File: config.mk
export PLATFORM = sky130hd
export DESIGN_NAME = lsu_ctrl
export DESIGN_NICKNAME = d
export VERILOG_FILES = /design/src/rtl/lsu_ctrl.sv
export SDC_FILE = /design/constraint.sdc
export NUM_CORES = 1
export LEC_CHECK = 0
export CORE_ASPECT_RATIO = 2
export CORE_MARGIN = 2
export CORE_UTILIZATION = 52
export CTS_BUF_LIST = sky130_fd_sc_hd__clkbuf_8
export CTS_CLUSTER_SIZE = 28
export DETAILED_ROUTE_END_ITERATION = 12
export PLACE_DENSITY = 0.92
export SYNTH_ARGS = -nofsm -noshare
export SYNTH_HDL_FRONTEND = slang
export SYNTH_SLANG_ARGS = --single-unit
File: constraint.sdc
create_clock -name clk -period 4.16 [get_ports clk]
set_input_delay 0.832 -clock clk [delete_from_list [all_inputs] [get_ports clk]]
set_output_delay 0.832 -clock clk [all_outputs]
set_load 0.1 [all_outputs]
File: src/rtl/lsu_ctrl.sv
// Load/store controller: splits one core request into little-endian byte transactions on a req/ack memory port.
// Latency: N+1 cycles for N bytes with zero-wait memory, +1 per cycle without mem_ack; rejects answer in 1 cycle. Backpressure: req_ready only in IDLE.
module lsu_ctrl #(
    parameter int MEM_BYTES = 1024
) (
    input  logic        clk,
    input  logic        rst,
    input  logic        req_valid,
    output logic        req_ready,
    input  logic        req_write,
    input  logic [1:0]  req_size,
    input  logic        req_unsigned,
    input  logic [31:0] req_addr,
    input  logic [31:0] req_wdata,
    output logic        resp_valid,
    output logic [31:0] resp_rdata,
    output logic        resp_err,
    output logic        mem_read,
    output logic        mem_write,
    output logic [31:0] mem_addr,
    output logic [7:0]  mem_wdata,
    input  logic [7:0]  mem_rdata,
    input  logic        mem_ack
);
    localparam logic [1:0] S_IDLE   = 2'd0;
    localparam logic [1:0] S_ACCESS = 2'd1;
    localparam logic [1:0] S_RESP   = 2'd2;

    logic [1:0]  state;
    logic        wr;
    logic [1:0]  sz;
    logic        uns;
    logic [31:0] base;
    logic [31:0] wdat;
    logic [1:0]  idx;
    logic [1:0]  last;
    logic [31:0] asm_q;
    logic        err;

    logic [1:0]  n_last;
    logic [32:0] end_addr;
    logic        bad;

    always_comb begin
        case (req_size)
            2'b00:   n_last = 2'd0;
            2'b01:   n_last = 2'd1;
            default: n_last = 2'd3;
        endcase
    end

    // 33-bit sum so addresses near 2^32 cannot wrap into range
    assign end_addr = {1'b0, req_addr} + {31'd0, n_last} + 33'd1;
    assign bad = (req_size == 2'b11)
              || (req_size == 2'b01 && req_addr[0])
              || (req_size == 2'b10 && req_addr[1:0] != 2'b00)
              || (end_addr > 33'(MEM_BYTES));

    always_ff @(posedge clk or posedge rst) begin
        if (rst) begin
            state <= S_IDLE;
            wr    <= 1'b0;
            sz    <= 2'd0;
            uns   <= 1'b0;
            base  <= 32'd0;
            wdat  <= 32'd0;
            idx   <= 2'd0;
            last  <= 2'd0;
            asm_q <= 32'd0;
            err   <= 1'b0;
        end else begin
            case (state)
                S_IDLE: begin
                    if (req_valid) begin
                        wr    <= req_write;
                        sz    <= req_size;
                        uns   <= req_unsigned;
                        base  <= req_addr;
                        wdat  <= req_wdata;
                        last  <= n_last;
                        err   <= bad;
                        idx   <= 2'd0;
                        asm_q <= 32'd0;
                        state <= bad ? S_RESP : S_ACCESS;
                    end
                end
                S_ACCESS: begin
                    if (mem_ack) begin
                        if (!wr)
                            asm_q[{idx, 3'b000} +: 8] <= mem_rdata;
                        if (idx == last)
                            state <= S_RESP;
                        else
                            idx <= idx + 2'd1;
                    end
                end
                S_RESP:  state <= S_IDLE;
                default: state <= S_IDLE;
            endcase
        end
    end

    assign req_ready  = (state == S_IDLE);
    assign resp_valid = (state == S_RESP);
    assign resp_err   = (state == S_RESP) && err;
    assign mem_read   = (state == S_ACCESS) && !wr;
    assign mem_write  = (state == S_ACCESS) && wr;
    assign mem_addr   = (state == S_ACCESS) ? base + {30'd0, idx} : 32'd0;
    assign mem_wdata  = (state == S_ACCESS) ? wdat[{idx, 3'b000} +: 8] : 8'd0;

    always_comb begin
        resp_rdata = 32'd0;
        if (state == S_RESP && !wr && !err) begin
            case (sz)
                2'b00:   resp_rdata = {{24{asm_q[7] & ~uns}}, asm_q[7:0]};
                2'b01:   resp_rdata = {{16{asm_q[15] & ~uns}}, asm_q[15:0]};
                default: resp_rdata = asm_q;
            endcase
        end
    end
endmodule

# After elaboration in Yosys (flattened, before gate mapping)
# Index checks and enable logic that the tools add are counted.
# op_classes
n_addsub	5
mul	0
div_mod_pow	0
magnitude_cmp	1
eq_ne	12
shifts	3
n_mux	19
n_bitwise	3
n_reduce_logical	21
# ops
cell	count
$mux W32	5
$pmux W32 S2	2
$add A32 B2 Y33	1
$add A33 B1 Y33 const B	1
$gt A33 B11 Y1 const B	1
$add A32 B2 Y32	1
$bwmux W32	1
$shift A8 B7 Y32 const A	1
$shiftx A32 B6 Y8	1
$shiftx A8 B7 Y32	1
$mux W2	7
$pmux W2 S2	3
$ne A2 B2 Y1 const B	5
$mux W8	1
$reduce_and A4 Y1	2
$logic_and A1 B1 Y1	7
$neg A5 Y7	1
$eq A2 B1 Y1 const B	3
$eq A2 B2 Y1 const B	3
$logic_not A2 Y1	3
$reduce_bool A2 Y1	2
$logic_or A1 B1 Y1	3
$reduce_and A3 Y1	1
$add A2 B1 Y2 const B	1
5 further kinds	7
# word_totals
regBits	107
latchBits	0
mem_bits_rw	0
romBits	0
inputBits	80
out_inout_bits	77
elab_cells	74
memories	0

# Longest topological paths before layout
# Gate-level depths: netlist of run 1.
# logic_depth
depth_word	9
depth_mapped	12
depth_no_buf	11

# Worst setup path after synthesis of run 1
# OpenSTA, ideal clock, no wires.
# synth_path
kind	reg-to-output
startpoint	register idx[1]
endpoint	output mem_addr[31]
arrival_ns	3.394
required_time_ns	3.328
path_slack_ns	-0.066
stages_incl_launch_ff	9
n_path_buf	0
cell_sequence	dfrtp_1 -> ha_1 -> a21oi_1 -> nor3_1 -> nor2b_1 -> nor3b_1 -> nand3_1 -> xor2_1 -> nor2_1
# synth_via
elab_chain_len	2
# synth_rtl
item	line	text
start, declared	35	logic [1:0] idx;
start signal, assigned	94	idx <= idx + 2'd1;
$add A32 B2 Y32	108	assign mem_addr = (state == S_ACCESS) ? base + {30'd0, idx} : 32'd0;
$mux W32	108	
end, declared	20	output logic [31:0] mem_addr,
# No other way between the ends.

# Worst setup path in the final report of run 1
# layout_path
startpoint	register idx[0]
endpoint	output mem_addr[26]
# The elaborated chain is that of the path after synthesis.

==> metrics, run 1 <==
R2R setup slack 1580 ps; synth top area cells dfrtp_1 42%, nand2_1 17%, o21ai_0 4.1%, nor2_1 3.1%, xor2_1 3.1%; type of destination of the critical path output port; Worst-Skew Late Latency 380 ps; Vias 6363; HPWL after detailed placement 14600 µm; element type at the critical path start flop; Setup Fix Bufs, Post-CTS 0; H-tree depth 3; Core Region 12100 µm²; crit path to mem_addr[26]; largest net degree at the start of global routing ~110; Cell Chain, Critical Path ha_1 > fa_1 > and4_1 > nand4_1 > nor2_2 > nand3_1 > or3_1 > a21oi_1 > buf_12; post-synthesis sequential area ratio 41.6%; r2r worst-path depth 3; RePlAce Congestion about 1; post-layout util 69.7%; WL final 19200 µm; asr flop ratio synth between 90% and 100%; vias per cell 5.73; DRT Pass-1 Iters 7; sw frac approximately 30%; Internal Power between 1.5 and 2 mW; die footprint ~13000 µm²; Multi-input gate area 3500 µm²; FF/Latch Area 2680 µm²; clock sink total 107; Reg clk slew, reported paths 110 ps; first-pass GRT wire length 30900 µm; # setup viols final 0; Unique masters post-synth 57; Reg2Reg Launch Point state[1]; port bufs 156; WS Path Type reg2out; slowest cell delay on critical path between 300 and 400 ps; Top delay family on crit path simple AND/OR/NAND/NOR gates; Iter 0 DRT Violations 306; Slew headroom 29.7%; status finished clean; crit share post-route 94.1%; syn nets 914; Slew @ Worst Pin 1050 ps; Yosys top cell area share slightly above 40%; clock root buffer master clkbuf_8; minimum clock period 3910 ps; crit path max fanout 5; pwr dens 272 nW/µm²; worst clock skew 12.1 ps; final net count 1048; TNS Setup 0 ps; total power 2.30 mW; WP depth 9; Worst Path Required 3330 ps; CTS Buf Count 9; vias in the first global route 6403; Avg Inst Size Synth approximately 7.8 µm²; Fmax 255 MHz; Worst Path Arrival 3080 ps; Boundary Pins 157; Layout area overhead 31.3%; HP Class reg2reg; Synth Instances 824; gr ovfl total 0; Final Hold Vio Count 0; Initial Utilization 53.1%; WP buf/inv 1; total global routing track utilization ~30%; row cnt 57; Yosys reg bits 107; post-synth top area cell dfrtp_1; synthesized cell area 6440 µm²; CTS tree done; Clock power frac approximately 29%; number of max-cap violations 0; Die Wd ~83 µm; number of synthesized flops with an enable pin 0; Post-DRT Antenna Nets 0; top cells by count, synth 287 x nand2_1, 107 x dfrtp_1, 54 x nor2_1; Synth Warn # 0; leading cell type by number of instances after synthesis nand2_1; reg2reg end asm_q[22]; Max VDD drop around 0.25 mV; ant diodes 0; layout cells sized above 1 12.9%; initial antenna violation count 0; Comb power frac 17.4%; remaining routing DRC violations 0; fill count just under 1000; CP max stage cell dfrtp_1; Final Max Tran Viols 0; Sequential Power Share 53.2%; Wirelength per Cell between 15 and 20 µm; setup repair after global routing missed its margin no; Die H 161 µm; NetSw 0.695 mW; Leakage ~3.7 nW; critical path startpoint idx[0]; Most used DFF post-synth dfrtp_1; CTS Buffer Depth 2
## power by group through the flow
stage	sequential, mW	clock (mW)	combinational, mW
6_report	1.22	0.678	0.400
5_1_grt	1.24	0.722	0.443
4_1_cts	1.22	0.688	0.399
3_5_place_dp	1.24	0	0.397
3_3_place_gp	1.23	0	0.387
2_1_floorplan	1.21	0	0.247
## per-layer routing
layer  track usage [%]  vias up  share of wire [%]
met3              3.80       75                4.5
met1              32.8     3022                 35
met5                 0        -                  0
met2              53.9      241                 54
met4              17.4        0                5.9
li1                  -     3025                  -
## worst register-to-register path: stages, from the launching register on
cell and delay, ps:
dfrtp_1 460, nand2b_2 730, o21ai_1 1010, o21ai_0 240
## per-stage QoR
stage | hold slack [ps] | instance area (µm²) | std cells | worst slack, ps
after CTS | 486 | 8450 | 1110 | 114
after global routing | 509 | 8450 | 1110 | 90.0
after detailed placement | 461 | 8240 | 1094 | 191
final | 489 | 8450 | 1110 | 245
after global placement | 453 | 8240 | 1094 | 353
after floorplan | 440 | 6440 | 824 | 4.44
## area by class of cell
class                           count  area share, %
Inverter                           27           1.23
Clock inverter                      6          0.814
Sequential cell                   107           31.7
Timing Repair Buffer              168           21.1
Tap cell                          147           2.18
Clock buffer                       10           1.63
Multi-Input combinational cell    645           41.4
## sequential cells by signal (all words and copies together) (netlist names)
name / cells
idx: 2
last: 2
base: 32
err: 1
asm_q: 32
wr: 1
sz: 2
wdat: 32
state: 2
uns: 1
## cell families (layout without fill, tap and decap cells)
kind of cell,Yosys count,count (layout),synth area share (%)
AOI/OAI and AO/OA,117,117,10.6
xor gates and xnor gates,38,38,5.17
adders and majority gates,10,10,2.18
buffers and inverters,72,211,4.35
DFF,107,107,41.6
muxes,13,13,3.61
and+or+nand+nor,467,467,32.5
## cell usage in the layout (no fill, tap or decap), types with 3 or more instances in the layout
cell type	Yosys	layout
clkbuf_8	0	10
inv_1	27	26
nand4_1	17	17
nand2_1	287	286
nor3_1	16	16
xnor2_1	15	15
buf_4	2	60
o31ai_1	3	3
dfrtp_1	107	107
nor2b_1	12	12
buf_12	0	25
nor2_1	54	51
mux4_2	8	8
and2_1	13	12
o21a_1	5	5
xor2_1	23	23
nand3_1	25	25
o21ai_1	5	5
nand3b_1	3	3
nor4_1	3	3
ha_1	8	8
and4_1	9	9
o21ai_0	53	53
nor2_2	0	3
and3_1	7	7
mux2i_1	3	3
inv_6	0	3
o2111ai_1	3	3
clkdlybuf4s50_1	0	83
a21oi_1	30	30
or4_1	5	5
## repair_timing
action	CTS	global route
hold buffers	0	0
resized for setup	0	2
endpoints found under the setup margin	0	3
hold endpoints to repair	0	0
## how the worst min path moves through the flow
stage                           end  depth (start not counted)      start
final                     asm_q[12]                          2  asm_q[12]
after global routing       wdat[29]                          2   wdat[29]
after CTS                  wdat[21]                          2   wdat[21]
after detailed placement   wdat[21]                          2   wdat[21]
after global placement     wdat[27]                          2   wdat[27]
after floorplan            wdat[16]                          2   wdat[16]
(Power assumes the default switching activity.)
==> run 2, diff against run 1 <==
--- a/config.mk
+++ b/config.mk
@@ -11,6 +11,7 @@
 export CTS_BUF_LIST = sky130_fd_sc_hd__clkbuf_8
 export CTS_CLUSTER_SIZE = 28
 export DETAILED_ROUTE_END_ITERATION = 12
+export GPL_ROUTABILITY_DRIVEN = 1
 export PLACE_DENSITY = 0.92
 export SYNTH_ARGS = -nofsm -noshare
 export SYNTH_HDL_FRONTEND = slang
==> results of run 2 <==
Final layout, timing and power as in run 1 (identical DEF).
==> run 3, diff against run 2 <==
--- a/config.mk
+++ b/config.mk
@@ -6,7 +6,7 @@
 export NUM_CORES = 1
 export LEC_CHECK = 0
 export CORE_ASPECT_RATIO = 2
-export CORE_MARGIN = 2
+export CORE_MARGIN = 1.5
 export CORE_UTILIZATION = 52
 export CTS_BUF_LIST = sky130_fd_sc_hd__clkbuf_8
 export CTS_CLUSTER_SIZE = 28
==> run 3 against run 2 <==
Against the previous run:
- setup slack lost 46 ps
- clock power fell by 8.3%
- global-route usage increased by 0.95 points
- sequential share of layout area about the same
- non-clock buffer count up 5
- largest cell class unchanged
==> metrics, run 3 (synthesized netlist as in run 1, its figures left out) <==
Vias roughly 6300; largest registers asm_q: 32 flops, base: 32 flops, wdat: 32 flops; TNS Setup 0 ps; pwr dens ~270 nW/µm²; WS Path Type reg2out; layout cells sized above 1 13.0%; row cnt between 50 and 60; Post-CTS Hold Buffers 0; Wirelength per Cell around 17 µm; RePlAce Congestion 0.960; Leakage 3.68 nW; Worst Path Arrival roughly 3100 ps; slowest cell delay on critical path 490 ps; vias in the first global route between 6000 and 7000; Initial Utilization 53.1%; Max VDD drop 0.220 mV; fill count slightly below 1000; first-pass GRT wire length 31000 µm; HPWL after detailed placement ~15000 µm; initial antenna violation count 0; ant diodes 0; gr ovfl total 0; most common cell after layout, fill and taps aside nand2_1; Layout area overhead 31.4%; Die Wd 81.7 µm; Worst-Skew Late Latency 390 ps; CTS Buf Count 9; DRT Pass-1 Iters 5; Die H 160 µm; clock root buffer master clkbuf_8; gr busiest metal met2; Setup Fix Bufs, Post-CTS 0; post-layout util 69.8%; type of destination of the critical path output port; Cell Chain, Critical Path ha_1 > a21oi_1 > nor3_1 > buf_4 > nor2b_1 > nor3b_1 > nand3_1 > xor2_1 > nor2_2 > buf_12; remaining routing DRC violations 0; die footprint 13100 µm²; Boundary Pins approximately 160; Final Hold Vio Count 0; Global Route met1 Usage about 32%; total global routing track utilization 31.2%; CTS resizes 0; most frequent cells in the layout 286 x nand2_1, 107 x dfrtp_1, 83 x clkdlybuf4s50_1, 65 x buf_4, 53 x o21ai_0; final net count roughly 1100; # setup viols final 0; met3 usage in global routing under 10%; total power between 2 and 2.5 mW; CTS tree done; H-tree depth 3; CTS Buffer Depth 2; minimum clock period 3960 ps; vias per cell ~5.7; Slew headroom about a third; crit path max fanout 5; crit share post-route 95.2%; Hold Slack 484 ps; Multi-input gate area 3490 µm²; Post-DRT Antenna Nets 0; status finished clean; Worst Path Required 3330 ps; port bufs around 160; Core Region ~12000 µm²; worst clock skew 14.0 ps; largest net degree at the start of global routing 57; Reg clk slew, reported paths 110 ps; Slew @ Worst Pin 1020 ps; Iter 0 DRT Violations 283; WL final 19500 µm; clock sink total 107; number of max-cap violations 0; FF/Latch Area 2680 µm²; Final Max Tran Viols 0; element type at the critical path start flop; setup repair after global routing missed its margin no; GR Util met2 56.6%; HP Class reg2reg; Fmax 252 MHz; CP max stage cell nor3b_1
[run 3: power breakdown]
part / leakage, nW / internal [mW] / switching, mW / total [mW]
logic: 2.21 / 0.180 / 0.224 / 0.404
clock network: 0.0945 / 0.229 / 0.393 / 0.622
registers: 1.37 / 1.13 / 0.0941 / 1.22
[run 3: through the flow]
| stage | area [µm²] | cells | worst slack, ps |
|---|---|---|---|
| global placement | 8280 | 1099 | 258 |
| finish | 8460 | 1114 | 199 |
| floorplan | 6440 | 824 | 4.44 |
| CTS | 8460 | 1114 | 204 |
| detailed placement | 8280 | 1099 | 160 |
| global route | 8460 | 1114 | 40.3 |
[run 3: layout make-up]
| class | instances | area share, % |
|---|---|---|
| inverters | 27 | 1.23 |
| multi-input cells | 645 | 41.3 |
| clock inverters | 6 | 0.739 |
| clock buffers | 9 | 1.46 |
| repair buffers | 173 | 21.5 |
| well taps | 147 | 2.17 |
| flip-flops and latches | 107 | 31.6 |
[run 3: per-layer routing]
metal	vias up	routed length, µm	share of wire, %
li1	3026	-	-
met1	3027	6710	34
met2	213	10800	55
met3	65	773	4.0
met4	0	1210	6.2
met5	-	0	0
[run 3: path summary, 6_finish.rpt]
check | slack [ps] | endpoint | cells past startpoint | startpoint
min in group asynchronous | 920 | asm_q[16] | 2 | rst
max in group asynchronous | 2520 | base[1] | 3 | rst
max reg2reg | 1540 | asm_q[18] | 3 | state[1]
max | 200 | mem_addr[31] | 10 | idx[1]
min reg2reg | 480 | wdat[19] | 2 | wdat[19]
min | 480 | wdat[19] | 2 | wdat[19]
[run 3: critical path: cells and delay by family (launching register included)]
family	cells	cell delay, ps
AO/OA/AOI/OAI	1	120
XOR/XNOR	1	170
adder cells (fa/ha/maj)	1	290
buffers and inverters	2	390
flip-flops	1	450
AND/OR/NAND/NOR	5	1310
